==> src/rtl/apb_reg_slave.sv <==
// APB completer: bank of NUM_REGS byte-strobed 32-bit registers at BASE_ADDR.
// Latency: setup + WAIT_STATES + 1 access cycles (2 + WAIT_STATES total); outputs registered.
// Backpressure: pready held low for WAIT_STATES access cycles; psel drop aborts the transfer.
module apb_reg_slave #(
    parameter logic [31:0] BASE_ADDR   = 32'h8000_0000,
    parameter int          NUM_REGS    = 16,
    parameter int          WAIT_STATES = 0,
    parameter bit          PRIV_ONLY   = 1'b0
) (
    input  logic        clk,
    input  logic        rstn,
    input  logic        psel,
    input  logic        penable,
    input  logic        pwrite,
    input  logic [31:0] paddr,
    input  logic [31:0] pwdata,
    input  logic        pprot,
    input  logic [3:0]  pstrb,
    output logic [31:0] prdata,
    output logic        pready,
    output logic        pslverr
);

    localparam int          IDX_W     = (NUM_REGS > 1) ? $clog2(NUM_REGS) : 1;
    localparam logic [31:0] WIN_BYTES = 32'(NUM_REGS * 4);
    localparam logic [3:0]  WAIT_LOAD = 4'(WAIT_STATES);

    localparam logic [0:0] ST_IDLE   = 1'b0;
    localparam logic [0:0] ST_ACCESS = 1'b1;

    logic [0:0]       state_q, state_d;
    logic [3:0]       wait_q, wait_d;
    logic             err_q, err_d;
    logic             wr_q, wr_d;
    logic [IDX_W-1:0] idx_q, idx_d;
    logic [31:0]      prdata_q, prdata_d;
    logic             pready_q, pready_d;
    logic             pslverr_q, pslverr_d;
    logic             commit;

    logic [31:0]      regs_q [NUM_REGS];

    // Address decode of the setup-phase request. The subtraction wraps for
    // addresses below the base, so the explicit below-base test is required.
    logic [31:0]      dec_off;
    logic             dec_err;
    logic [IDX_W-1:0] dec_idx;
    logic [31:0]      dec_rdata;

    assign dec_off   = paddr - BASE_ADDR;
    assign dec_err   = (paddr < BASE_ADDR)
                    || (dec_off >= WIN_BYTES)
                    || (paddr[1:0] != 2'b00)
                    || (PRIV_ONLY && !pprot);
    assign dec_idx   = dec_off[IDX_W+1:2];
    // Reads of an erroring or write access return zero so prdata never leaks data.
    assign dec_rdata = (!dec_err && !pwrite) ? regs_q[dec_idx] : 32'h0;

    // Next-state logic for the IDLE/ACCESS transfer sequencer and output registers.
    always_comb begin
        state_d   = state_q;
        wait_d    = wait_q;
        err_d     = err_q;
        wr_d      = wr_q;
        idx_d     = idx_q;
        prdata_d  = prdata_q;
        pready_d  = pready_q;
        pslverr_d = pslverr_q;
        commit    = 1'b0;

        case (state_q)
            ST_IDLE: begin
                pready_d  = 1'b0;
                pslverr_d = 1'b0;
                prdata_d  = 32'h0;
                // Only a genuine setup cycle starts a transfer; a stray penable is ignored.
                if (psel && !penable) begin
                    state_d  = ST_ACCESS;
                    wait_d   = WAIT_LOAD;
                    err_d    = dec_err;
                    wr_d     = pwrite;
                    idx_d    = dec_idx;
                    prdata_d = dec_rdata;
                    // No wait states: completion is presented in the first access cycle.
                    if (WAIT_LOAD == 4'd0) begin
                        pready_d  = 1'b1;
                        pslverr_d = dec_err;
                    end
                end
            end
            ST_ACCESS: begin
                if (!psel) begin
                    // Abort: drop the transfer without committing anything.
                    state_d   = ST_IDLE;
                    pready_d  = 1'b0;
                    pslverr_d = 1'b0;
                    prdata_d  = 32'h0;
                end else if (penable && pready_q) begin
                    // Completion edge; writes land here so a following read sees them.
                    state_d   = ST_IDLE;
                    pready_d  = 1'b0;
                    pslverr_d = 1'b0;
                    prdata_d  = 32'h0;
                    commit    = wr_q && !err_q;
                end else if (penable && (wait_q != 4'd0)) begin
                    wait_d = wait_q - 4'd1;
                    if (wait_q == 4'd1) begin
                        pready_d  = 1'b1;
                        pslverr_d = err_q;
                    end
                end
            end
            default: begin
                state_d = ST_IDLE;
            end
        endcase
    end

    // Sequencer and output registers, synchronous active-low reset.
    always_ff @(posedge clk) begin
        if (!rstn) begin
            state_q   <= ST_IDLE;
            wait_q    <= 4'd0;
            err_q     <= 1'b0;
            wr_q      <= 1'b0;
            idx_q     <= '0;
            prdata_q  <= 32'h0;
            pready_q  <= 1'b0;
            pslverr_q <= 1'b0;
        end else begin
            state_q   <= state_d;
            wait_q    <= wait_d;
            err_q     <= err_d;
            wr_q      <= wr_d;
            idx_q     <= idx_d;
            prdata_q  <= prdata_d;
            pready_q  <= pready_d;
            pslverr_q <= pslverr_d;
        end
    end

    // Register bank: byte-lane writes using data and strobes held at completion.
    always_ff @(posedge clk) begin
        if (!rstn) begin
            for (int i = 0; i < NUM_REGS; i++) begin
                regs_q[i] <= 32'h0;
            end
        end else if (commit) begin
            for (int l = 0; l < 4; l++) begin
                if (pstrb[l]) begin
                    regs_q[idx_q][8*l +: 8] <= pwdata[8*l +: 8];
                end
            end
        end
    end

    assign prdata  = prdata_q;
    assign pready  = pready_q;
    assign pslverr = pslverr_q;

endmodule

==> config.mk <==
export PLATFORM = sky130hd
export DESIGN_NAME = apb_reg_slave
export DESIGN_NICKNAME = d
export VERILOG_FILES = /design/src/rtl/apb_reg_slave.sv
export SDC_FILE = /design/constraint.sdc
export NUM_CORES = 1
export LEC_CHECK = 0
export CORE_MARGIN = 2
export CORE_UTILIZATION = 50
export CTS_CLUSTER_DIAMETER = 120
export DETAILED_ROUTE_END_ITERATION = 10
export GPL_ROUTABILITY_DRIVEN = 0
export PLACE_DENSITY_LB_ADDON = 0.08
export SLEW_MARGIN = 20
export SYNTH_ARGS = -nofsm -noshare
export SYNTH_HDL_FRONTEND = slang
export SYNTH_SLANG_ARGS = --single-unit
==> constraint.sdc <==
create_clock -name clk -period 2.4 [get_ports clk]
set_input_delay 0.36 -clock clk [delete_from_list [all_inputs] [get_ports clk]]
set_output_delay 0.36 -clock clk [all_outputs]
set_load 0.05 [all_outputs]
# Yosys cells after proc, flatten, opt, wreduce, memory -nomap -nowiden
# Memories as Yosys holds them, arrays and structs flattened.
# Cells that the tools add are included.
dict set report word_totals {
  mem_bits_rw 512
  in_bits 74
  output_inout_bits 34
  regBits 45
  elab_cells 87
  mem_count 1
}
dict set report op_classes {
  n_reduce_logical 17
  n_addsub 2
  n_mux 48
  n_lt_le_gt_ge 2
  n_bitwise 1
  eq_ne 8
}
# name words word_bits read_ports rd_clocked_by_memory_dff write_ports line
set mem_list {}
lappend mem_list {regs_q 16 32 1 0 16 41} ;# logic [31:0] regs_q [NUM_REGS];
# cell count
set ops {}
lappend ops {{two-way mux 32 bit} 5}
lappend ops {{case mux 32 bit (2 select lines)} 1}
lappend ops {{greater-or-equal comparator 32 x 7 -> 1 bit, second input constant} 1}
lappend ops {{< comparator 32 bit, second input constant} 1}
lappend ops {{two-way mux 1 bit} 32}
lappend ops {{OR reduction 32 bit} 1}
lappend ops {{subtractor 32 bit, second input constant} 1}
lappend ops {{two-way mux 4 bit} 6}
lappend ops {{inequality test 4 x 2 -> 1 bit, second input constant} 2}
lappend ops {{case mux 4 bit (2 select lines)} 1}
lappend ops {{inequality test 2 bit, second input constant} 3}
lappend ops {{case mux 1 bit (2 select lines)} 3}
lappend ops {{logical AND 1 bit} 5}
lappend ops {{== test 4 x 1 -> 1 bit, second input constant} 1}
lappend ops {{logical NOT 1 bit} 4}
lappend ops {{AND reduction 2 bit} 2}
lappend ops {{AND reduction 4 bit} 1}
lappend ops {{nonzero test 4 bit} 1}
lappend ops {{subtractor 4 x 1 -> 4 bit, second input constant} 1}
lappend ops {{inequality test 3 x 2 -> 1 bit, second input constant} 1}
lappend ops {{logical OR 1 bit} 2}
lappend ops {{inequality test 2 x 1 -> 1 bit, second input constant} 1}
lappend ops {{nonzero test 2 bit} 1}
lappend ops {{NOT 1 bit} 1}

# Depth between registers and ports, before layout
# Gate-level depths: netlist of run 1.
dict set report logic_depth {
  word_depth 10
  mapped_depth 7
  depth_no_buf 6
}

# Worst setup path before layout of run 1
# No wires, ideal clock.
dict set report synth_path {
  kind {register -> register}
  from {register pready_q (netlist: pready)}
  to {memory regs_q[6][0] (enable)}
  period_less_slack_ps 2270
  setup_time_ps 384
  arrival_ps 1886
  required_ps 2016
  stages_incl_launch_ff 5
  path_buffers 1
  slack_ps 130
  path_cell_list {dfxtp_1 -> nor2b_1 -> nand2_1 -> clkbuf_1 -> o21ai_0}
}
# element line
set synth_rtl {}
lappend synth_rtl {{start, declared} 37} ;# logic pready_q, pready_d;
lappend synth_rtl {{start signal, assigned} 137} ;# pready_q <= pready_d;
lappend synth_rtl {{end, declared} 41}

# Worst setup path after layout of run 1
dict set report layout_path {
  from {register prdata_q[27] (netlist: prdata[27])}
  to {output port prdata[27]}
}
# element line
set layout_rtl {}
lappend layout_rtl {{start, declared} 36} ;# logic [31:0] prdata_q, prdata_d;
lappend layout_rtl {{start signal, assigned} 136} ;# prdata_q <= prdata_d;
lappend layout_rtl {{end, declared} 19} ;# output logic [31:0] prdata,
# No word-level cell between the ends.

==> impl_metrics.ini, run 1 <==
[synthesis]
synth_seq_cells = 557
synth.yosys.warnings = 0
synth_edf_count = 512
syn_nets = 2150
syn_area_mm2 = 0.0261
seq_area_frac_synth = 0.624
syn_avg_cell_area_um2 = 12.6
ys_async_sr_fraction = 0
synthDistinctLibCells = 42
synthFlopType = edfxtp_1
syn_inst = 2073

[timing]
fin_crit_ns = 2.29
fmax_ghz = 0.438
clock_skew_ns = 0.0150
setup_slack_ns = 0.114
setup_viol_count_final = 0
rsz0062_at_grt = no
worstMarginPinSlew_ns = 0.837
fin_crit_sh = 0.952
maxSlewHeadroom = 0.440
hold_viol_final = 0
slew_violations = 0

[global_routing]
antenna_found_initial = 3
grt.total_usage = 0.245
grt_max_degree = 41
grt_first_pass_wirelength_um = 99700
grt-ovfl-total = 0
grt_pass1_vias = 16978

[route]
drcViolationCount = 0
wl_per_cell_um = 22.0
drtAntennaViolNets = 0
vias_per_cell = 5.64
drt_iter0_markers = 1494
wl_um = 65100
via_count = 16713
dr.pass1.iters = 5

[floorplan]
core_mm2 = 0.0514
pin_count = 108
die_h_um = 232
fp.dieW_um = 232
initial_utilization = 0.507
die_area_mm2 = 0.0540
num_rows = 83

[worst_setup_path]
worstRegToRegCells = 4
path_max_fanout = 3
worstPathRequired_ns = 2.04
reg2reg_slack_ns = 0.31
start_kind = flip-flop
path_delay_family = buffers and inverters
cp-end-kind = output pin
crit_chain = clkdlybuf4s50_1
critPathArrivalTime_ns = 1.93
timing.rr.start = wr_q
cp_num_buf_inv = 1
r2r_end = regs_q[1][20]
cpMaxStageDelayCell = clkdlybuf4s50_1
crit_type = flip-flop to output pin
crit_path_max_incr_delay_ns = 0.87

[placement]
hpwl_um = 43400
portBuffers = 106
dp_slack_ns = -0.0840

[clock_network]
cts-buffers-inserted = 58
post_cts_buffers = 0
ctsLongestPathBuffers = 3
path_clk_slew_ns = 0.06
cts_tree = done
ctsHoldBuffers = 0
clkLatencyLatePin_ns = 0.61
cts_root_buf = clkbuf_16
cts-resized-gates = 0
cts_max_level = 2
cts_sinks = 557

[run]
max-cap-violations = 0

[pwr]
p_per_area_mw_per_mm2 = 702
power_mw = 21.5
p_leak_nw = 11.5
peakVddDrop_mv = 0.497

[finish]
finalNetCount = 2311
utilization = 0.595
area_growth_pct = 17.2
multiInputGateArea_mm2 = 0.00921
regArea_mm2 = 0.0163
final_layout_size_suffix_gt1_frac = 0.116
nFillCells = 4151

[hold_path]
hold_depth = 2
min_path_type = primary input to flip-flop
min_from = rstn
hold_path_end = wait_q[0]

[status]
run_status = finished clean
## synth_stat cells, types with 3 or more instances
| cell | count | area (um^2) |
|---|---|---|
| a21boi_0 | 8 | 60.1 |
| a21oi_1 | 3 | 15.0 |
| a221oi_2 | 30 | 450 |
| and2_1 | 512 | 3200 |
| and4_1 | 33 | 289 |
| buf_1 | 4 | 15.0 |
| buf_2 | 33 | 165 |
| buf_6 | 5 | 56.3 |
| clkbuf_1 | 97 | 364 |
| dfxtp_1 | 45 | 901 |
| edfxtp_1 | 512 | 15400 |
| ha_1 | 3 | 37.5 |
| inv_1 | 4 | 15.0 |
| mux2i_1 | 256 | 2560 |
| nand2_1 | 50 | 188 |
| nand3_1 | 15 | 75.1 |
| nand4_1 | 5 | 31.3 |
| nor2_1 | 193 | 724 |
| nor3_1 | 32 | 160 |
| nor4_1 | 39 | 244 |
| o21ai_0 | 99 | 495 |
| o22ai_1 | 64 | 400 |
| o31ai_1 | 3 | 22.5 |
| or3_1 | 3 | 18.8 |
## logic make-up after synthesis
kind of cell	count (synthesis)	share of synthesized area
DFF	557	0.624
adders and majority gates	3	0.00144
and+or+nand+nor	899	0.195
muxes	256	0.0982
AOI/OAI and AO/OA	215	0.0580
buffers and inverters	143	0.0236
## power by group
part	internal, mW	switching [mW]	total (mW)
logic	0.563	0.933	1.50
registers	10.9	0.0921	10.9
clock network	5.35	3.68	9.03
total	16.8	4.71	21.5
## through the flow
stage          hold slack [ns]  setup TNS [ns]  instances  instance area (um^2)
3_3_place_gp             0.466           -4.04       2854                 28700
5_1_grt                  0.213               0       2963                 30600
3_5_place_dp             0.480           -3.46       2854                 28700
2_1_floorplan            0.448               0       2073                 26100
4_1_cts                  0.170               0       2963                 30600
6_report                 0.224               0       2965                 30600
## cell usage in the layout, fill, tap and decap left out, types with 7 or more instances in the layout
master           count
clkbuf_16           61
nor4_1              39
nor3_1              32
and4_1              33
clkbuf_1            21
mux2i_1            256
o21ai_0             99
nand2_1             49
clkdlybuf4s50_1    101
clkbuf_8             9
buf_4              117
nor2_1             193
nand3_1             15
o22ai_1             64
clkinv_2             7
dfxtp_1             45
a221oi_2            30
a21boi_0             8
edfxtp_1           512
buf_12              19
and2_1             512
## per-layer routing
| layer | up-vias | GRT usage | routed length, um |
|---|---|---|---|
| met2 | 497 | 0.394 | 30200 |
| li1 | 7865 | - | - |
| met3 | 118 | 0.0335 | 3570 |
| met5 | - | 0 | 30 |
| met4 | 4 | 0.0809 | 1890 |
| met1 | 8229 | 0.345 | 29400 |
## worst max-delay path by stage
stage / startpoint / to / depth (start not counted)
floorplan: pready / regs_q[6][0] / 4
global placement: penable / prdata[30] / 8
detailed placement: psel / prdata[28] / 6
CTS: prdata[16] / prdata[16] / 1
global route: prdata[24] / prdata[24] / 1
finish: prdata[27] / prdata[27] / 1
## registers in the layout, summed over array words and instances (netlist names)
name,flops
pready,1
err_q,1
wr_q,1
wait_q,4
prdata,32
pslverr,1
state_q,1
regs_q,512
idx_q,4
## cell type report
type                    instances  share of cell area
flip-flops and latches        557               0.532
multi-input cells            1373               0.301
repair buffers                240              0.0751
clock buffers                  91              0.0566
well taps                     680              0.0278
clock inverters                18             0.00618
inverters                       4            0.000491
diodes                          2            0.000164
No activity file was read; power rests on OpenSTA's default activity.
==> run 2, diff against run 1 <==
- TNS_END_PERCENT: not set -> 100
==> results of run 2 <==
Same layout as run 1: the final DEF is identical, and so are final timing and power.
==> run 3, diff against run 2 <==
- SLEW_MARGIN: 20 -> 5
==> results of run 3 <==
Same layout as run 1: the final DEF is identical, and so are final timing and power.
